==> src/rtl/lc3_mem_pkg.sv <==
// Shared types and constants for the LC-3 memory arbiter slice.
package lc3_mem_pkg;

  // Arbiter control states
  typedef enum logic [1:0] {
    ST_IDLE   = 2'b00,
    ST_ACCESS = 2'b01,
    ST_RESP   = 2'b10
  } arb_state_e;

  // One-hot bus owner encodings driven on grant
  localparam logic [1:0] GNT_NONE = 2'b00;
  localparam logic [1:0] GNT_CPU  = 2'b01;
  localparam logic [1:0] GNT_DMA  = 2'b10;

  // Default build parameters
  localparam int DEF_MEM_LATENCY = 3;
  localparam int DEF_FAIR_LIMIT  = 4;

  // Width of the latency timer and fairness streak counter (covers 1..15)
  localparam int CNT_W = 4;

endpackage

==> src/rtl/mem_latency_timer.sv <==
// Down-counting access timer: loaded at grant, decremented on every access
// cycle, flags the final access cycle.
module mem_latency_timer
  import lc3_mem_pkg::*;
#(
  parameter int WIDTH = CNT_W
) (
  input  logic             clk,
  input  logic             rst_n,
  input  logic             load,
  input  logic [WIDTH-1:0] load_value,
  input  logic             tick,
  output logic             done
);

  localparam logic [WIDTH-1:0] ONE_C  = WIDTH'(1);
  localparam logic [WIDTH-1:0] ZERO_C = WIDTH'(0);

  logic [WIDTH-1:0] count_r;

  // Remaining access cycles; never wraps below zero.
  always_ff @(posedge clk or negedge rst_n) begin
    if (!rst_n) begin
      count_r <= ZERO_C;
    end else if (load) begin
      count_r <= load_value;
    end else if (tick && (count_r != ZERO_C)) begin
      count_r <= count_r - ONE_C;
    end else begin
      count_r <= count_r;
    end
  end

  assign done = tick && (count_r == ONE_C);

endmodule

==> src/rtl/mem_arbiter.sv <==
// Two-requester (CPU, DMA) arbiter in front of a single-port memory array.
// One transaction at a time: IDLE -> ACCESS (MEM_LATENCY cycles) -> RESP.
module mem_arbiter
  import lc3_mem_pkg::*;
#(
  parameter int MEM_LATENCY = DEF_MEM_LATENCY,
  parameter int FAIR_LIMIT  = DEF_FAIR_LIMIT
) (
  input  logic        clk,
  input  logic        rst_n,
  input  logic        cpu_req,
  input  logic        cpu_we,
  input  logic [15:0] cpu_addr,
  input  logic [15:0] cpu_wdata,
  output logic [15:0] cpu_rdata,
  output logic        cpu_ready,
  input  logic        dma_req,
  input  logic        dma_we,
  input  logic [15:0] dma_addr,
  input  logic [15:0] dma_wdata,
  output logic [15:0] dma_rdata,
  output logic        dma_ready,
  output logic        mem_en,
  output logic        mem_we,
  output logic [15:0] mem_addr,
  output logic [15:0] mem_wdata,
  input  logic [15:0] mem_rdata,
  output logic [1:0]  grant
);

  localparam logic [CNT_W-1:0] LAT_C  = CNT_W'(MEM_LATENCY);
  localparam logic [CNT_W-1:0] FAIR_C = CNT_W'(FAIR_LIMIT);

  arb_state_e       state_r, state_next_s;
  logic [1:0]       grant_r, grant_next_s;
  logic [CNT_W-1:0] streak_r, streak_next_s;

  logic             we_r;
  logic [15:0]      addr_r, wdata_r;
  logic [15:0]      cpu_rdata_r, dma_rdata_r;
  logic             mem_en_r, mem_we_r, cpu_ready_r, dma_ready_r;

  logic             start_s, capture_s, timer_tick_s, timer_done_s;
  logic             sel_we_s;
  logic [15:0]      sel_addr_s, sel_wdata_s;
  logic             mem_en_next_s, mem_we_next_s;
  logic             cpu_ready_next_s, dma_ready_next_s;

  assign timer_tick_s = (state_r == ST_ACCESS);

  mem_latency_timer #(.WIDTH(CNT_W)) u_timer (
    .clk        (clk),
    .rst_n      (rst_n),
    .load       (start_s),
    .load_value (LAT_C),
    .tick       (timer_tick_s),
    .done       (timer_done_s)
  );

  // Next-state, arbitration with CPU priority bounded by the fairness streak,
  // and the registered-output next values.
  always_comb begin
    state_next_s  = state_r;
    grant_next_s  = grant_r;
    streak_next_s = streak_r;
    start_s       = 1'b0;
    capture_s     = 1'b0;
    case (state_r)
      ST_IDLE: begin
        if (cpu_req || dma_req) begin
          start_s      = 1'b1;
          state_next_s = ST_ACCESS;
          if (cpu_req && !(dma_req && (streak_r == FAIR_C))) begin
            grant_next_s = GNT_CPU;
            if (dma_req) begin
              streak_next_s = (streak_r == FAIR_C) ? streak_r : (streak_r + 4'd1);
            end else begin
              streak_next_s = 4'd0;
            end
          end else begin
            grant_next_s  = GNT_DMA;
            streak_next_s = 4'd0;
          end
        end else begin
          state_next_s = ST_IDLE;
          grant_next_s = GNT_NONE;
        end
      end
      ST_ACCESS: begin
        if (timer_done_s) begin
          state_next_s = ST_RESP;
          capture_s    = !we_r;
        end else begin
          state_next_s = ST_ACCESS;
        end
      end
      ST_RESP: begin
        state_next_s = ST_IDLE;
        grant_next_s = GNT_NONE;
      end
      default: begin
        state_next_s = ST_IDLE;
        grant_next_s = GNT_NONE;
      end
    endcase

    if (grant_next_s == GNT_DMA) begin
      sel_we_s    = dma_we;
      sel_addr_s  = dma_addr;
      sel_wdata_s = dma_wdata;
    end else begin
      sel_we_s    = cpu_we;
      sel_addr_s  = cpu_addr;
      sel_wdata_s = cpu_wdata;
    end

    mem_en_next_s    = (state_next_s == ST_ACCESS);
    mem_we_next_s    = mem_en_next_s && (start_s ? sel_we_s : we_r);
    cpu_ready_next_s = (state_r == ST_ACCESS) && timer_done_s && (grant_r == GNT_CPU);
    dma_ready_next_s = (state_r == ST_ACCESS) && timer_done_s && (grant_r == GNT_DMA);
  end

  // State, owner and fairness streak registers.
  always_ff @(posedge clk or negedge rst_n) begin
    if (!rst_n) begin
      state_r  <= ST_IDLE;
      grant_r  <= GNT_NONE;
      streak_r <= 4'd0;
    end else begin
      state_r  <= state_next_s;
      grant_r  <= grant_next_s;
      streak_r <= streak_next_s;
    end
  end

  // Latch the winner's request so later input changes cannot disturb it.
  always_ff @(posedge clk or negedge rst_n) begin
    if (!rst_n) begin
      we_r    <= 1'b0;
      addr_r  <= 16'h0000;
      wdata_r <= 16'h0000;
    end else if (start_s) begin
      we_r    <= sel_we_s;
      addr_r  <= sel_addr_s;
      wdata_r <= sel_wdata_s;
    end else begin
      we_r    <= we_r;
      addr_r  <= addr_r;
      wdata_r <= wdata_r;
    end
  end

  // Glitch-free memory strobes and one-cycle completion pulses.
  always_ff @(posedge clk or negedge rst_n) begin
    if (!rst_n) begin
      mem_en_r    <= 1'b0;
      mem_we_r    <= 1'b0;
      cpu_ready_r <= 1'b0;
      dma_ready_r <= 1'b0;
    end else begin
      mem_en_r    <= mem_en_next_s;
      mem_we_r    <= mem_we_next_s;
      cpu_ready_r <= cpu_ready_next_s;
      dma_ready_r <= dma_ready_next_s;
    end
  end

  // Capture read data for the owner on the final access cycle; hold otherwise.
  always_ff @(posedge clk or negedge rst_n) begin
    if (!rst_n) begin
      cpu_rdata_r <= 16'h0000;
      dma_rdata_r <= 16'h0000;
    end else if (capture_s && (grant_r == GNT_CPU)) begin
      cpu_rdata_r <= mem_rdata;
    end else if (capture_s && (grant_r == GNT_DMA)) begin
      dma_rdata_r <= mem_rdata;
    end else begin
      cpu_rdata_r <= cpu_rdata_r;
      dma_rdata_r <= dma_rdata_r;
    end
  end

  assign grant     = grant_r;
  assign mem_en    = mem_en_r;
  assign mem_we    = mem_we_r;
  assign mem_addr  = addr_r;
  assign mem_wdata = wdata_r;
  assign cpu_ready = cpu_ready_r;
  assign dma_ready = dma_ready_r;
  assign cpu_rdata = cpu_rdata_r;
  assign dma_rdata = dma_rdata_r;

endmodule

==> config.mk <==
export PLATFORM = sky130hd
export DESIGN_NAME = mem_arbiter
export DESIGN_NICKNAME = d
export VERILOG_FILES = /design/src/rtl/lc3_mem_pkg.sv /design/src/rtl/mem_latency_timer.sv /design/src/rtl/mem_arbiter.sv
export SDC_FILE = /design/constraint.sdc
export NUM_CORES = 1
export LEC_CHECK = 0
export CORE_UTILIZATION = 42
export CTS_CLUSTER_DIAMETER = 50
export DETAILED_ROUTE_END_ITERATION = 6
export GPL_ROUTABILITY_DRIVEN = 0
export GPL_TIMING_DRIVEN = 0
export PLACE_DENSITY = 0.88
export REMOVE_ABC_BUFFERS = 1
export SETUP_SLACK_MARGIN = 0.1
export SYNTH_ARGS = -nofsm -noshare
export SYNTH_HDL_FRONTEND = slang
export SYNTH_SLANG_ARGS = --single-unit
==> constraint.sdc <==
create_clock -name clk -period 2.49 [get_ports clk]
set_input_delay 0.747 -clock clk [delete_from_list [all_inputs] [get_ports clk]]
set_output_delay 0.747 -clock clk [all_outputs]
set_load 0.02 [all_outputs]
==> impl_metrics.csv, run 1 <==
group,metric,value,unit
timing,hold-worst-slack,309.9,ps
timing,period_needed,2241,ps
clocking,cts_hold_buf,0,
clocking,clkTransAtPathRegs,90,ps
global_route,grt_antenna_before_repair,0,
worst_setup_path,slowest_stage,"clkdlybuf4s50_1",
pwr,p_seq_frac,0.319,
clocking,cts_buffers,9,
pwr,clock_power_share,0.150,
route,vias_per_cell,5.353,
worst_setup_path,worstSetupEndpointType,"flip-flop",
floorplan,ios,156,
pwr,p_sw_frac,0.4095,
finish,final_area,0.005538,mm^2
placement,dp_hpwl,6703,um
timing,setup_slack,248.6,ps
global_route,grt_overflow,0,
status,status,"finished, final reports clean",
worst_setup_path,critPathMaxFanout,38,
pwr,combPwrFrac,0.531,
synthesis,synth-edff-count,0,
route,detail-route-antenna-nets,0,
synthesis,synthSimpleGateAreaFrac,0.1502,
floorplan,die_width,94.66,um
clocking,htree_levels,3,
synthesis,synth_compound_area_frac,0.1266,
finish,final_cells,595,
route,drtIter0Drc,110,
worst_setup_path,critPathMostFrequentCell,"nor2_1",
synthesis,synth.top_cell.area_share,0.5621,
placement,postPlaceCellArea,0.005246,mm^2
timing,rsz0062_at_grt,"false",
floorplan,initial_utilization,0.4367,
placement,pre_cts_ws,-703.4,ps
global_route,track_usage,0.2264,
timing,slew_viol_final,0,
pwr,ir_worst_vdd,0.5297,mV
pwr,p_leak,2.266,nW
clocking,cts_tree,"yes",
synthesis,synthAdderAreaFrac,0.01388,
route,route.detailed.drc,0,
timing,setup_viol,0,
synthesis,synth_area_leaders,"dfrtp_1 (56%), mux2_2 (10%), a31oi_1 (5.6%), nand3_1 (5.1%), o21ai_0 (4.6%)",
placement,numPlacedInstances,574,
clocking,clk_latency,340,ps
synthesis,syn-instance-count,335,
timing,max_slew_margin,0.3706,
synthesis,ys.warnings.count,0,
timing,fin_worst_skew,12.68,ps
synthesis,synth_top_family_by_area,"simple AND/OR/NAND/NOR gates",
timing,fin_crit_sh,0.9002,
pwr,p_sw,2.936,mW
global_route,grt_max_degree,58,
global_route,grt_pass1_vias,3142,
finish,area_growth,53.57,%
clocking,root_buffer,"clkbuf_8",
finish,final_nets,575,
finish,drive_above_1_share,0.1327,
floorplan,chipHeight,94.66,um
synthesis,synthFlopType,"dfrtp_1",
worst_setup_path,crit_path_start_kind,"input pin",
synthesis,async_reset_ff_frac,1.000,
worst_setup_path,required,2750,ps
clocking,cts_sinks,81,
pwr,finalPower,7.170,mW
timing,final.setup.tns,0,ps
route,wl_per_cell,16.21,um
global_route,grt_pass1_wl,15260,um
worst_setup_path,slowest_delay,590,ps
synthesis,muxShareOfSynthArea,0.1031,
timing,worstMarginPinSlew,942.1,ps
synthesis,synthXorXnorAreaFrac,0.007287,
route,vias,3185,
floorplan,num_rows,33,
route,firstDrtPassIters,5,
clocking,clock_path_buffers,2,
worst_setup_path,path_buf_inv,2,
worst_setup_path,cp_top_family,"buffers and inverters",
finish,diodes,0,
worst_setup_path,criticalPathCategory,"in -> reg",
floorplan,core_area,0.008258,mm^2
placement,portBuffers,155,
route,routed_wl,9647,um
synthesis,synth_cell_type_count,36,
finish,final_core_util,0.6706,
timing,hold_viol,0,
synthesis,netlist_area,0.003606,mm^2
pwr,powerDensity,1295,mW/mm^2
hold_path,hp-class,"in -> async",
worst_setup_path,critical_path.cell_chain,"clkdlybuf4s50_1 > nor2_1 > nor2_4 > buf_12 > nor2_1 > a31oi_1",
flow_run,drv_cap,0,
timing,fmax,446.2,MHz
pwr,p_int,4.234,mW
floorplan,die_area,0.008961,mm^2
synthesis,ys_ff_latch,81,
synthesis,yosysSeqAreaShare,0.5621,
worst_setup_path,cp_data_arrival_time,2500,ps
synthesis,yosys.area.top_type,"dfrtp_1",
synthesis,syn_area_per_cell,10.76,um^2
[cells in the final DEF (no fill, tap or decap), drive strengths merged]
| cell | count |
|---|---|
| nand4 | 1 |
| o22ai | 1 |
| or2 | 2 |
| a211oi | 1 |
| inv | 10 |
| nor2 | 40 |
| bufinv | 2 |
| nor3b | 1 |
| a21o | 1 |
| clkinvlp | 2 |
| nand2 | 10 |
| xor2 | 2 |
| dfrtp | 81 |
| nand4b | 1 |
| nand2b | 3 |
| clkdlybuf4s50 | 154 |
| buf | 7 |
| and2b | 1 |
| nand3b | 5 |
| ha | 4 |
| nor4b | 1 |
| o311ai | 1 |
| a31oi | 32 |
| and3b | 1 |
| o211ai | 2 |
| o31ai | 1 |
| nand3 | 38 |
| nor3 | 3 |
| a22o | 1 |
| a21oi | 4 |
| a32o | 1 |
| clkbuf | 9 |
| mux2 | 33 |
| o21ai | 33 |
| xnor2 | 1 |
[cell type report]
cell class | count | area, um^2
Timing Repair Buffer | 161 | 1652
Inverter | 7 | 26.28
Fill cell | 654 | 2720
Sequential cell | 81 | 2027
Clock inverter | 7 | 101.3
Tap cell | 105 | 131.4
Multi-Input combinational cell | 225 | 1476
Clock buffer | 9 | 123.9
[kinds of logic after synthesis]
family | after synthesis
XOR/XNOR | 3
adder cells (fa/ha/maj) | 4
multiplexers | 33
AND/OR/NAND/NOR | 106
flip-flops | 81
AO/OA/AOI/OAI | 78
buffers and inverters | 30
[power by group through the flow]
stage               sequential, mW  combinational (mW)  clock (mW)
finish                        2.29                3.81        1.08
global route                  2.37                4.13        1.17
CTS                           2.29                3.84        1.11
detailed placement            2.31                3.76           0
global placement              2.27                3.64           0
floorplan                     2.89                1.43           0
[path summary, 6_finish.rpt]
path / depth (start not counted) / slack, ps / startpoint / endpoint
max: 6 / 250 / dma_req / mem_wdata[7]
min: 1 / 310 / rst_n / cpu_rdata[0]
max reg2reg: 4 / 250 / state_r[0] / dma_rdata[12]
min reg2reg: 1 / 510 / dma_rdata[0] / dma_rdata[0]
max in group asynchronous: 2 / 1580 / rst_n / u_timer.count_r[0]
min in group clk: 1 / 510 / dma_rdata[0] / dma_rdata[0]
[repair_timing]
item,CTS,global route
gates cloned,1,0
setup buffers,4,0
setup endpoints to repair,50,6
gates resized for setup,1,1
pin swaps,3,0
[registers in the layout (all words and copies together) (netlist names)]
signal           flops
cpu_rdata           16
cpu_ready            1
dma_rdata           16
dma_ready            1
grant                2
mem_addr            16
mem_en               1
mem_wdata           16
mem_we               1
state_r              2
streak_r             4
u_timer.count_r      4
we_r                 1
[worst register-to-register path, cell delays in order, from the launching register on]
cell     delay [ps]
dfrtp_1         570
and2b_2         300
nand3_4         140
nor3_4          690
mux2_2          420
[cells in the mapped netlist, types with 3 or more instances]
| library cell | n |
|---|---|
| nand2_1 | 10 |
| nor2_1 | 40 |
| inv_1 | 7 |
| ha_1 | 4 |
| nand3_1 | 37 |
| nand2b_1 | 3 |
| clkbuf_1 | 16 |
| o21ai_0 | 33 |
| mux2_2 | 33 |
| a31oi_1 | 32 |
| buf_2 | 4 |
| nand3b_1 | 4 |
| dfrtp_1 | 81 |
| a21oi_1 | 4 |
[layer usage]
layer	vias to the layer above	wire (um)	global-route usage
met1	1512	3708	0.2618
met5	-	0	0
met3	17	826	0.07005
met2	152	4937	0.3825
met4	0	174	0.1048
li1	1504	-	-
No activity file was read; power rests on OpenSTA's default activity.
==> inputs of run 2 (changes only) <==
--- a/config.mk
+++ b/config.mk
@@ -7,6 +7,7 @@
 export LEC_CHECK = 0
 export CORE_UTILIZATION = 42
 export CTS_CLUSTER_DIAMETER = 50
+export CTS_CLUSTER_SIZE = 16
 export DETAILED_ROUTE_END_ITERATION = 6
 export GPL_ROUTABILITY_DRIVEN = 0
 export GPL_TIMING_DRIVEN = 0
==> results of run 2 <==
No change in the layout: final DEF, timing and power equal those of run 1.
==> RTL change 1: new RTL, settings of run 1 <==
The package constant `CNT_W` goes from 4 to 6.
--- a/src/rtl/lc3_mem_pkg.sv
+++ b/src/rtl/lc3_mem_pkg.sv
@@ -18,7 +18,7 @@
   localparam int DEF_FAIR_LIMIT  = 4;
 
   // Width of the latency timer and fairness streak counter (covers 1..15)
-  localparam int CNT_W = 4;
+  localparam int CNT_W = 6;
 
 endpackage
 
Formal check against the unedited RTL: no difference found for any inputs over 10 cycles, from zero or initial values and one cycle with rst_n low; that may be too few to reach the edited logic, so the function may still have changed.
==> RTL change 1 against run 1 <==
  * Critical path depth stayed put
  * Synthesized cell count is 6.9% higher
  * Sequential share of layout area is 0.69 points lower
  * Register-to-register slack better by 0.09 ns
  * Largest power group unchanged
  * Global-route usage is 0.42 points lower
  * Synthesized area is 10% higher
  * Cell count is 5.2% higher
  * Power is 6.2% higher
  * Setup slack worse by 0.14 ns
  * Cell area is 7.0% higher
  * Sequential cell count is 4 higher
  * Count of clock-buffer cells in the layout stayed put
  * Routed wire length is 12% higher
==> RTL change 1: results <==
set metrics [dict create \
    h-tree-depth 3 \
    layout.nets 601 \
    drive_above_1_share 0.140 \
    track_usage 0.222 \
    status "completed" \
    skew_ns 0.0139 \
    dp_hpwl_um 7260 \
    synth_commonest_cells "85 x dfrtp_1, 76 x nand2_1, 35 x o211ai_1" \
    p_leak_nw 2.49 \
    ir_worst_vdd_mv 0.534 \
    rrSetupSlack_ns 0.34 \
    ys_seq_area_frac 0.536 \
    drt_iter0_markers 150 \
    period_needed_ns 2.38 \
    grt_pass1_wl_um 17200 \
    vias_per_cell 5.49 \
    cp_top_family "compound AO/OA/AOI/OAI gates" \
    r2r_end "dma_rdata[4]" \
    slew_headroom 0.535 \
    critical_path.max_stage_delay_ns 0.52 \
    yosysUniqueCellTypes 37 \
    path_max_fanout 24 \
    grt_max_degree 50 \
    antenna_found_initial 0 \
    timing.rr.start "state_r[1]" \
    synth_ff_type "dfrtp_1" \
    place_ws_ns -1.07 \
    dpl_cell_area_um2 5630 \
    cp-endpoint "mem_addr[13]" \
    routedWlPerCell_um 17.2 \
    cp_slowest_cell "clkdlybuf4s50_1" \
    crit_arrival_ns 2.59 \
    grt_pass1_vias 3462 \
    netlist_top_cells_area "dfrtp_1 54%, mux2_4 7.6%, nand2_1 7.2%, o211ai_1 6.6%, nand4_1 5.4%" \
    first_pass_iters 4 \
]
-- RTL change 1: cell count changes after synthesis, moves of 21 or more --
cell,run 1,this run
nor2_1,40,6
o211ai_1,2,35
o21ai_0,33,8
nand2_1,10,76
mux2_2,33,12
a31oi_1,32,0
nand3_1,37,6
nand4_1,1,34
-- RTL change 1: final cells by class --
cell class,instances,area [um^2]
Clock buffer,9,124
Tap cell,111,139
Sequential cell,85,2130
Clock inverter,7,97.6
Timing Repair Buffer,167,1690
Inverter,6,22.5
Multi-Input combinational cell,241,1720
Fill cell,704,3270
-- RTL change 1: worst reg2reg max path, cell delays in order, from the launching register on --
cell	delay, ns
dfrtp_1	0.51
and2b_1	0.46
nand4b_4	0.17
or3_4	0.54
mux2_4	0.35
-- RTL change 1: metrics by stage --
| step | cells | hold WS (ns) |
|---|---|---|
| final | 626 | 0.361 |
| after global routing | 626 | 0.393 |
| after CTS | 624 | 0.360 |
| after detailed placement | 603 | 0.486 |
| after global placement | 596 | 0.479 |
| after floorplan | 330 | 0.451 |
-- RTL change 1: worst min-delay path by stage --
stage | slack [ns] | cells after the start | startpoint | endpoint
5_1_grt | 0.39 | 1 | rst_n | grant[1]
3_5_place_dp | 0.49 | 2 | mem_addr[0] | mem_addr[0]
2_1_floorplan | 0.45 | 0 | rst_n | cpu_rdata[0]
3_3_place_gp | 0.48 | 2 | mem_wdata[6] | mem_wdata[6]
4_1_cts | 0.36 | 1 | rst_n | dma_rdata[10]
6_report | 0.36 | 1 | rst_n | dma_rdata[10]
-- RTL change 1: what timing repair did --
action / in CTS / in global routing
setup endpoints to repair: 34 / 71
gates resized for setup: 3 / 6
pin swaps: 3 / 1
cloned: 2 / 0
setup buffers: 3 / 2
-- RTL change 1: cell families after synthesis --
family          Yosys count  share of synthesized area
compound gates           51                     0.0946
xor+xnor                  3                    0.00662
fa+ha+maj                 5                     0.0158
buf+inv                  34                     0.0479
flops                    85                      0.536
mux                      36                      0.120
simple gates            144                      0.180
-- RTL change 1: routing by layer --
metal / routed length [um] / track usage
met2: 5340 / 0.384
met3: 685 / 0.0436
met4: 142 / 0.0769
met5: 0 / 0
met1: 4600 / 0.279
-- RTL change 1: report_power, final --
group,switching (mW),internal [mW]
Clock,0.510,0.568
Sequential,0.435,2.03
Combinational,2.11,1.96
==> RTL change 2: new RTL, config.mk and constraints of run 1 <==
Without the edit above. The 3 states of `arb_state_e` get a one-hot encoding in 3 bits.
--- a/src/rtl/lc3_mem_pkg.sv
+++ b/src/rtl/lc3_mem_pkg.sv
@@ -2,10 +2,10 @@
 package lc3_mem_pkg;
 
   // Arbiter control states
-  typedef enum logic [1:0] {
-    ST_IDLE   = 2'b00,
-    ST_ACCESS = 2'b01,
-    ST_RESP   = 2'b10
+  typedef enum logic [2:0] {
+    ST_IDLE   = 3'b001,
+    ST_ACCESS = 3'b010,
+    ST_RESP   = 3'b100
   } arb_state_e;
 
   // One-hot bus owner encodings driven on grant
Check against the original RTL: same outputs for any inputs over 10 cycles, from zero or initial values and one cycle with rst_n low; not proved beyond that.
==> RTL change 2 against run 1 <==
  * Critical path type is now reg -> out
  * Setup slack better by 0.061 ns
  * Sequential cell count up 1
  * Combinational power decreased by 24%
  * Via count fell by 2.0%
  * First-iteration DRC count increased by 72%
  * Sequential share of layout area fell by 0.26 points
  * Cell area rose by 2.0%
  * Non-clock buffer count grew 2
  * Synthesized area rose by 2.6%
  * Routed wire length is 0.88% lower
  * Power down 15%
==> RTL change 2: results <==
set metrics [dict create \
    status "completed" \
    skew_ns 0.00893 \
    clkLatencyLatePin_ns 0.34 \
    clk_pin_slew_ns 0.08 \
    yosysUniqueCellTypes 35 \
    routedWlPerCell_um 15.9 \
    drt_iter0_markers 189 \
    synth_commonest_cells "106 x inv_1, 81 x dfrtp_1, 34 x a222oi_1" \
    antenna_found_initial 0 \
    grtUsageMet2 0.390 \
    timing.rr.start "state_r[0]" \
    slew_headroom 0.513 \
    synth_cells 330 \
    use_met1 0.247 \
    critical_path.max_stage_delay_ns 0.65 \
    layout.nets 581 \
    first_pass_iters 6 \
    grt_max_degree 69 \
    num_vias 3120 \
    netlist_top_cells_area "dfrtp_1 55%, inv_1 11%, mux2_2 9.7%, a222oi_1 9.2%, ha_1 1.7%" \
    synth_ff_type "dfrtp_1" \
    grt_pass1_vias 3185 \
    crit_arrival_ns 1.43 \
    routed_wl_um 9560 \
    dp_hpwl_um 6470 \
    path_max_fanout 6 \
    clock_path_buffers 2 \
    numCtsBuffers 9 \
    root_buffer "clkbuf_8" \
    seq_power_share 0.354 \
    hp-class "in -> async" \
    ir_worst_vdd_mv 0.475 \
    cp_top_family "buffers and inverters" \
    met3_usage 0.0585 \
    finalHoldViolations 0 \
    p_leak_nw 2.70 \
    crit_start "grant[0]" \
    grt_pass1_wl_um 15200 \
    drive_above_1_share 0.141 \
    track_usage 0.221 \
    p_int_mw 3.84 \
    ys_seq_area_frac 0.555 \
    antenna_cells 0 \
]
RTL change 2: cell type report:
type / count / area [um^2]
Clock buffer: 10 / 128
Tap cell: 105 / 131
Timing Repair Buffer: 163 / 1630
Clock inverter: 6 / 90.1
Inverter: 106 / 398
Sequential cell: 82 / 2050
Fill cell: 640 / 2730
Multi-Input combinational cell: 128 / 1210
RTL change 2: through the flow:
stage / worst slack, ns / hold slack, ns / power, mW / instance area [um^2]
after floorplan: 0.00808 / 0.451 / 3.60 / 3600
after global placement: -2.14 / 0.485 / 4.85 / 5280
after detailed placement: -0.924 / 0.493 / 4.99 / 5320
after CTS: 0.0718 / 0.244 / 6.16 / 5630
after global routing: 0.242 / 0.244 / 6.50 / 5650
final: 0.310 / 0.252 / 6.10 / 5650
RTL change 2: final timing paths:
check | to | slack (ns) | cells after the start
max | grant[0] | 0.31 | 1
min | cpu_rdata[5] | 0.25 | 1
max reg2reg | mem_wdata[7] | 0.48 | 3
min reg2reg | dma_rdata[5] | 0.51 | 1
max in group asynchronous | streak_r[0] | 1.63 | 2
min in group clk | dma_rdata[5] | 0.51 | 1
RTL change 2: cell families after synthesis:
| group | count (synthesis) | share of synthesized area |
|---|---|---|
| simple gates | 34 | 0.0666 |
| fa+ha+maj | 5 | 0.0169 |
| flops | 82 | 0.555 |
| mux | 33 | 0.100 |
| buf+inv | 122 | 0.134 |
| compound gates | 54 | 0.127 |
RTL change 2: worst reg2reg max path, cell delays in order, from the launching register on:
cell	delay [ns]
dfstp_2	0.59
nor3b_2	0.48
o21ai_4	0.31
a222oi_1	0.48
RTL change 2: what timing repair did:
action                     in CTS  in global routing
setup endpoints to repair      36                 34
hold buffers                    0                  0
hold endpoints to repair        0                  0
buffers inserted                7                  0
gates cloned                    2                  0
pin swaps                       3                  0
resized for setup               5                  4
RTL change 2: metal layers:
layer  share of wire  vias to the layer above
met4           0.027                        0
met2            0.51                      156
met5               0                        -
li1                -                     1450
met3           0.089                       23
met1            0.37                     1491
RTL change 2: power by group through the flow:
| stage | Sequential (mW) | Clock [mW] | Combinational [mW] |
|---|---|---|---|
| floorplan | 2.68 | 0 | 0.918 |
| global placement | 2.15 | 0 | 2.70 |
| detailed placement | 2.19 | 0 | 2.80 |
| CTS | 2.16 | 1.07 | 2.92 |
| global route | 2.23 | 1.14 | 3.13 |
| finish | 2.16 | 1.04 | 2.90 |
